## src/rtl/alu_seq_mc.sv

```systemverilog
// Registered multi-cycle ALU with a valid/ready request side and a held result/status side.
// Five operations; MUL runs as an m-step shift-add, every other opcode completes on the accept edge.
module alu_seq_mc #(
  parameter int unsigned m = 8,
  parameter int unsigned n = 3
) (
  input  logic         i_clk,
  input  logic         i_rst,
  input  logic         i_valid,
  output logic         o_ready,
  input  logic [n-1:0] i_op,
  input  logic [m-1:0] i_argA,
  input  logic [m-1:0] i_argB,
  output logic         o_valid,
  input  logic         i_ready,
  output logic [m-1:0] o_result,
  output logic [3:0]   o_status
);

  localparam int unsigned cw = $clog2(m) + 1;

  localparam logic [n-1:0] op_sub    = n'(0);
  localparam logic [n-1:0] op_lt     = n'(1);
  localparam logic [n-1:0] op_clrbit = n'(2);
  localparam logic [n-1:0] op_zm2u2  = n'(3);
  localparam logic [n-1:0] op_mul    = n'(4);

  typedef enum logic [1:0] {StIdle, StBusy, StDone} state_t;

  state_t           state_q;
  logic [cw-1:0]    cnt_q;
  logic [2*m-1:0]   mcand_q;
  logic [2*m-1:0]   acc_q;
  logic [m-1:0]     mplier_q;

  logic [m-1:0]     op_res;
  logic             op_f0;
  logic [m-1:0]     diff;
  logic [m-1:0]     mag;
  logic [2*m-1:0]   acc_d;

  function automatic logic [3:0] flags(logic [m-1:0] r, logic f0);
    return {&r, ~^r, r[m-1], f0};
  endfunction

  // Result of the single-cycle opcodes, taken straight from the request inputs.
  always_comb begin
    op_res = '0;
    op_f0  = 1'b0;
    diff   = i_argA - i_argB;
    mag    = {1'b0, i_argA[m-2:0]};
    case (i_op)
      op_sub: begin
        op_res = diff;
        op_f0  = (i_argA[m-1] != i_argB[m-1]) && (diff[m-1] != i_argA[m-1]);
      end
      op_lt: begin
        op_res = {{(m-1){1'b0}}, ($signed(i_argA) < $signed(i_argB))};
      end
      op_clrbit: begin
        if (i_argB < m'(m)) begin
          op_res = i_argA & ~(m'(1) << i_argB);
        end else begin
          op_res = i_argA;
          op_f0  = 1'b1;
        end
      end
      op_zm2u2: begin
        if (!i_argA[m-1]) begin
          op_res = i_argA;
        end else if (mag == '0) begin
          op_f0  = 1'b1;
        end else begin
          op_res = m'(0) - mag;
        end
      end
      default: begin
        op_f0 = 1'b1;
      end
    endcase
  end

  assign acc_d = acc_q + (mplier_q[0] ? mcand_q : '0);

  always_ff @(posedge i_clk or posedge i_rst) begin
    if (i_rst) begin
      state_q  <= StIdle;
      o_ready  <= 1'b1;
      o_valid  <= 1'b0;
      o_result <= '0;
      o_status <= '0;
      cnt_q    <= '0;
      mcand_q  <= '0;
      acc_q    <= '0;
      mplier_q <= '0;
    end else begin
      case (state_q)
        StIdle: begin
          if (i_valid) begin
            o_ready <= 1'b0;
            if (i_op == op_mul) begin
              mcand_q  <= {{m{1'b0}}, i_argA};
              mplier_q <= i_argB;
              acc_q    <= '0;
              cnt_q    <= '0;
              state_q  <= StBusy;
            end else begin
              o_result <= op_res;
              o_status <= flags(op_res, op_f0);
              o_valid  <= 1'b1;
              state_q  <= StDone;
            end
          end
        end
        StBusy: begin
          acc_q    <= acc_d;
          mcand_q  <= mcand_q << 1;
          mplier_q <= mplier_q >> 1;
          cnt_q    <= cnt_q + cw'(1);
          // Last of m steps: the upper half of the product only feeds the overflow flag.
          if (cnt_q == cw'(m - 1)) begin
            o_result <= acc_d[m-1:0];
            o_status <= flags(acc_d[m-1:0], |acc_d[2*m-1:m]);
            o_valid  <= 1'b1;
            state_q  <= StDone;
          end
        end
        StDone: begin
          if (i_ready) begin
            o_valid <= 1'b0;
            o_ready <= 1'b1;
            state_q <= StIdle;
          end
        end
        default: begin
          state_q <= StIdle;
          o_ready <= 1'b1;
          o_valid <= 1'b0;
        end
      endcase
    end
  end

endmodule
```

## config.mk

```make
export PLATFORM = sky130hd
export DESIGN_NAME = alu_seq_mc
export DESIGN_NICKNAME = d
export VERILOG_FILES = /design/src/rtl/alu_seq_mc.sv
export SDC_FILE = /design/constraint.sdc
export NUM_CORES = 1
export LEC_CHECK = 0
export CAP_MARGIN = 20
export CORE_MARGIN = 8
export CORE_UTILIZATION = 59
export DETAILED_ROUTE_END_ITERATION = 10
export PLACE_DENSITY = 0.83
export SETUP_SLACK_MARGIN = 0.05
export SLEW_MARGIN = 10
export SYNTH_ARGS = -nofsm -noshare
export SYNTH_HDL_FRONTEND = slang
export SYNTH_SLANG_ARGS = --single-unit
```

## constraint.sdc

```tcl
create_clock -name i_clk -period 3.2 [get_ports i_clk]
set_input_delay 0.64 -clock i_clk [delete_from_list [all_inputs] [get_ports i_clk]]
set_output_delay 0.64 -clock i_clk [all_outputs]
set_load 0.005 [all_outputs]
```

# Word-level counts from Yosys, hierarchy flattened
# Cells that the tools add are included.
[classes]
add_sub_neg = 4
n_lt_le_gt_ge = 2
mux = 42
shift = 1
n_eq_ne = 14
n_bitwise = 3
reduce_logical = 15
[ops]
columns = ["cell", "count"]
rows = [
  ["$mux W16", 5],
  ["$mux W8", 8],
  ["$pmux W16 S2", 2],
  ["$pmux W8 S2", 2],
  ["$pmux W8 S4", 1],
  ["$mux W4", 5],
  ["$add A16 B16 Y16", 1],
  ["$pmux W4 S2", 2],
  ["$reduce_and A8 Y1", 2],
  ["$reduce_xnor A8 Y1", 2],
  ["$ne A2 B2 Y1 const B", 5],
  ["$mux W1", 9],
  ["$reduce_and A3 Y1", 3],
  ["$and A8 B8 Y8", 1],
  ["$lt A8 B4 Y1 const B", 1],
  ["$lt A8 B8 Y1", 1],
  ["$mux W2", 4],
  ["$not A8 Y8", 1],
  ["$reduce_and A4 Y1", 2],
  ["$reduce_or A8 Y1", 1],
  ["$shl A1 B8 Y8 const A", 1],
  ["$sub A1 B7 Y8 const A", 1],
  ["$sub A8 B8 Y8", 1],
  ["$logic_not A7 Y1", 1],
  ["other kinds (16)", 19],
]
[totals]
input_bits = 23
out_inout_bits = 14
elab_cells = 90
reg_bits = 60

# Depth between registers and ports, before layout
[depth]
depth_word = 9
ltp_mapped = 17
mapped_depth_nobuf = 17

# Worst setup path after synthesis
# No wires, ideal clock.
[synth_path]
kind = "input-to-reg"
from = "in i_argA[0]"
to = "reg o_status[2]"
setup_slack_ns = -0.001
arrival_time_ns = 3.066
stages = 17
setup_ns = 0.136
t_required_ns = 3.064
cell_sequence = "inv_1 -> ha_1 -> inv_1 -> fa_1 -> a21o_1 -> a21oi_1 -> o21bai_1 -> a21o_1 -> xor2_1 -> a21oi_1 -> inv_1 -> ha_1 -> xor2_1 -> xnor2_1 -> nor2_1 -> a21oi_1 -> o21ai_0"
[synth_between]
elab_chain_cells = 8
[synth_rtl]
columns = ["item", "line", "source"]
rows = [
  ["from (decl)", "12", "input logic [m-1:0] i_argA,"],
  ["$sub A1 B7 Y8 / $logic_not A7 Y1 (equally long branches)", "74, 71", ""],
  ["$mux W8", "71", "end else if (mag == '0) begin"],
  ["$mux W8", "69", "if (!i_argA[m-1]) begin"],
  ["$pmux W8 S4 (*)", "52", "case (i_op)"],
  ["$reduce_xnor A8 Y1 (*)", "43", "return {&r, ~^r, r[m-1], f0};"],
  ["$mux W4 (*)", "101", "if (i_op == op_mul) begin"],
  ["$mux W4 (*)", "99", "if (i_valid) begin"],
  ["$pmux W4 S2 (*)", "97", "case (state_q)"],
  ["to (signal assigned)", "109", "o_status <= flags(op_res, op_f0);"],
  ["to (signal assigned)", "123", "o_status <= flags(acc_d[m-1:0], |acc_d[2*m-1:m]);"],
  ["to (decl)", "17", "output logic [3:0] o_status"],
]
# Every way passes the cells marked *; elsewhere a longest branch is shown, timed or not. The select of a mux whose other input is x is not followed.
# A chain may end at the register's enable or synchronous reset.

# Worst setup path in the final report
[layout_path]
from = "in i_argA[4]"
to = "reg o_status[2]"
# The elaborated chain is that of the path after synthesis.

==> metrics.md <==
| Metric | Value |
|---|---|
| Post-synth EDFFs | 0 |
| Transition time at the pin with the least slew margin | 752 ps |
| Synth cell types | 76 |
| Number of remaining DRC errors | 0 |
| Commonest register cell after synthesis | sky130_fd_sc_hd__dfrtp_1 |
| Initial core utilization | 61.3% |
| Final hold violations | 0 |
| Fillers | 538 |
| Post-DR vias/cell | 6.20 |
| Maximum achievable frequency | 326 MHz |
| Clock tree from TritonCTS | built |
| Slowest-stage cell, CP | sky130_fd_sc_hd__clkdlybuf4s50_1 |
| Clock latency at the later pin of the worst-skew pair | 330 ps |
| Asr flop ratio synth | 100% |
| Slowest cell delay on critical path | 460 ps |
| Skew final | 8.10 ps |
| Final worst path period need | 3070 ps |
| Die area | 10600 um^2 |
| Crit end category | flop |
| Data arrival at the endpoint of the critical path | 3260 ps |
| Number of CTS-inserted buffers | 9 |
| Die Y-Extent | 103 um |
| Status | complete, no violations |
| Average cell area after synthesis | 8.62 um^2 |
| Post-Route WL | 13300 um |
| Maximum root-to-sink buffer count | 2 |
| Final sum of negative setup slack | 0 ps |
| Relative slew margins | 49.8% |
| Number of input and output port buffers inserted | 36 |
| IR drop worst, VDD | 0.000458 V |
| Number of optimization iterations in the first detailed-route pass | 5 |
| Antenna viol nets, final | 0 |
| Via count of the routed design | 4463 |
| Most common cell after layout, fill and taps aside | sky130_fd_sc_hd__buf_4 |
| Post-layout instance count excluding filler cells | 720 |
| Count of final max-slew check failures | 0 |
| Layout cell share with drive strength beyond 1 | 22.7% |
| Startpoint Class | input pin |
| Clock-pin slew on the worst setup and hold paths | 70 ps |
| Setup Crit Path Kind | in -> reg |
| Share of the yosys chip area belonging to registers | 33.0% |
| Area of the core | 7290 um^2 |
| Most frequent CP cell | sky130_fd_sc_hd__buf_4 |
| Library cell used as clock root buffer | sky130_fd_sc_hd__clkbuf_8 |
| Cell-by-cell trace of the critical path | clkdlybuf4s50_1 > buf_4 > ha_4 > o21ai_4 > a21oi_2 > buf_4 > buf_4 > or3_1 > nand3_1 > nand2_1 > ha_4 > xor2_2 > xnor2_1 > nor2_1 > a21oi_1 > o21ai_1 |
| Period Utilization, post-route | 95.8% |
| Final routed wire length divided by cell count | 18.5 um |
| Final worst slack | 134 ps |
| Violation count after the first detailed-route iteration | 270 |
| Die Wd | 103 um |
| Largest net degree at the start of global routing | 60 |
| Cell Count Post-Placement | 697 |
| Number of max-cap violations | 0 |
| Aggregate global routing overflow | 0 |
| Final HPWL from detailed placement | 9850 um |
| Clock net sink count | 59 |
| Tot Pwr | 3.64 mW |
| Data required time at the worst endpoint | 3400 ps |
| Synth warn | 0 |
| Class of the worst hold path | reg -> reg |
| Top library cells by usage in the layout, fill and taps aside | sky130_fd_sc_hd__buf_4 (75), sky130_fd_sc_hd__nand2_1 (62), sky130_fd_sc_hd__dfrtp_1 (57), sky130_fd_sc_hd__nor2_1 (37), sky130_fd_sc_hd__clkdlybuf4s50_1 (29) |
| First-pass GRT wire length | 20700 um |
| Cell leakage power | 2.59 nW |
| Final setup vio count | 0 |
| Register bit count reported by yosys | 59 |
| Areal power density over the cells | 634 nW/um^2 |
| Number of instances in the synthesized netlist | 519 |
| Hold bufs inserted after CTS | 0 |
| Worst slack at placement | -535 ps |
| Number of rows in the core area | 31 |
| Area of the mapped netlist | 4470 um^2 |
| Antenna violations before repair | 0 |
| Global placement routability congestion | 0.968 |
| Final antenna diode count | 0 |
| Relative area change from synthesis to final layout | 28.2% |
| Count of pins on the block boundary | 37 |
| RSZ-0062 raised after global routing | true |
| Nets | 674 |
| Critical path peak fanout | 3 |
| Net count after synthesis | 577 |
| Vias in the first global route | 4278 |
| Overall track demand over capacity in global routing | 25.2% |
| Deepest level of the CTS H-tree | 3 |
registers in the layout (all words and copies together) (netlist names):
name and count:
o_result 7, o_status 4, mplier_q 8, cnt_q 4
o_ready 1, mcand_q 16, state_q 2, acc_q 16
o_valid 1
path summary, 6_finish.rpt:
| path | depth (start not counted) | to | slack (ps) | startpoint |
|---|---|---|---|---|
| max | 16 | o_status[2] | 130 | i_argA[4] |
| min | 2 | mplier_q[6] | 480 | mplier_q[6] |
| max reg2reg | 10 | o_status[0] | 230 | mplier_q[0] |
| min reg2reg | 2 | mplier_q[6] | 480 | mplier_q[6] |
| max in group asynchronous | 3 | mplier_q[0] | 1820 | i_rst |
| min in group asynchronous | 3 | acc_q[8] | 850 | i_rst |
stage by stage:
stage / cell area (um^2) / util [%] / hold WS [ps]
2_1_floorplan: 4480 / - / 450
3_3_place_gp: 5350 / 73.4 / 459
3_5_place_dp: 5350 / 73.4 / 471
4_1_cts: 5600 / 76.8 / 486
5_1_grt: 5740 / 78.7 / 500
6_report: 5740 / 78.7 / 484
routing by layer:
| metal | global-route usage (%) | wire (um) | part of all wire (%) |
|---|---|---|---|
| met2 | 42.7 | 6580 | 49 |
| met5 | 0 | 0 | 0 |
| met1 | 31.2 | 5600 | 42 |
| met4 | 8.79 | 325 | 2.4 |
| met3 | 5.00 | 819 | 6.1 |
worst max-delay path, delay by kind of cell:
family,cells,cell delay [ps]
adders and majority gates,2,510
buffers and inverters,4,890
xor gates and xnor gates,2,330
and+or+nand+nor,4,580
AOI/OAI and AO/OA,4,320
kinds of logic (layout without fill, tap and decap cells):
group	count (synthesis)	in the layout	synth area share, %
compound gates	154	154	24.2
fa+ha+maj	35	35	10.1
mux	8	8	1.79
flops	59	59	33.0
buf+inv	43	145	4.34
xor+xnor	21	21	4.11
simple gates	199	199	22.4
Yosys cell counts, types with 3 or more instances:
library cell | number | area (um^2)
sky130_fd_sc_hd__nor3_1 | 12 | 60.1
sky130_fd_sc_hd__o211ai_1 | 4 | 30.0
sky130_fd_sc_hd__nor2b_1 | 3 | 18.8
sky130_fd_sc_hd__o21ai_0 | 32 | 160
sky130_fd_sc_hd__a22o_1 | 16 | 140
sky130_fd_sc_hd__nor2_1 | 40 | 150
sky130_fd_sc_hd__o31ai_1 | 5 | 37.5
sky130_fd_sc_hd__a31oi_1 | 6 | 37.5
sky130_fd_sc_hd__o21a_1 | 4 | 30.0
sky130_fd_sc_hd__nand2_1 | 62 | 233
sky130_fd_sc_hd__a221oi_1 | 3 | 26.3
sky130_fd_sc_hd__ha_1 | 33 | 413
sky130_fd_sc_hd__or3_1 | 7 | 43.8
sky130_fd_sc_hd__dfrtp_1 | 58 | 1450
sky130_fd_sc_hd__nand3b_1 | 4 | 30.0
sky130_fd_sc_hd__a21boi_0 | 3 | 22.5
sky130_fd_sc_hd__mux2i_1 | 8 | 80.1
sky130_fd_sc_hd__and3_1 | 3 | 18.8
sky130_fd_sc_hd__a21oi_1 | 30 | 150
sky130_fd_sc_hd__nor4_1 | 7 | 43.8
sky130_fd_sc_hd__nand2b_1 | 6 | 37.5
sky130_fd_sc_hd__clkbuf_1 | 13 | 48.8
sky130_fd_sc_hd__inv_1 | 17 | 63.8
sky130_fd_sc_hd__nand3_1 | 13 | 65.1
sky130_fd_sc_hd__a21o_1 | 8 | 60.1
sky130_fd_sc_hd__a211oi_1 | 4 | 30.0
sky130_fd_sc_hd__o21bai_1 | 3 | 22.5
sky130_fd_sc_hd__xnor2_1 | 15 | 131
sky130_fd_sc_hd__xor2_1 | 6 | 52.6
sky130_fd_sc_hd__buf_2 | 7 | 35.0
sky130_fd_sc_hd__and2_1 | 19 | 119
sky130_fd_sc_hd__nand4_1 | 7 | 43.8
area by class of cell:
cell class                      instances  area, um^2  area share [%]
Clock buffer                           10         128            2.23
Clock inverter                          6        32.5           0.567
Inverter                               18        67.6            1.18
Multi-Input combinational cell        417        2990            52.2
Sequential cell                        59        1480            25.8
Tap cell                               99         124            2.16
Timing Repair Buffer                  111         911            15.9
what timing repair did:
item | CTS | global route
pin swaps | 16 | 18
setup endpoints to repair | 1 | 2
gates resized for setup | 21 | 31
setup buffers | 4 | 3
report_power, final:
part           total [mW]  switching (mW)  leakage, nW  internal (mW)
Sequential           1.23           0.211        0.763           1.01
Combinational        1.83           0.969         1.74          0.861
Clock               0.579           0.305       0.0856          0.274
Total                3.64            1.49         2.59           2.15
Note: power is estimated with default switching activity, not from simulation.
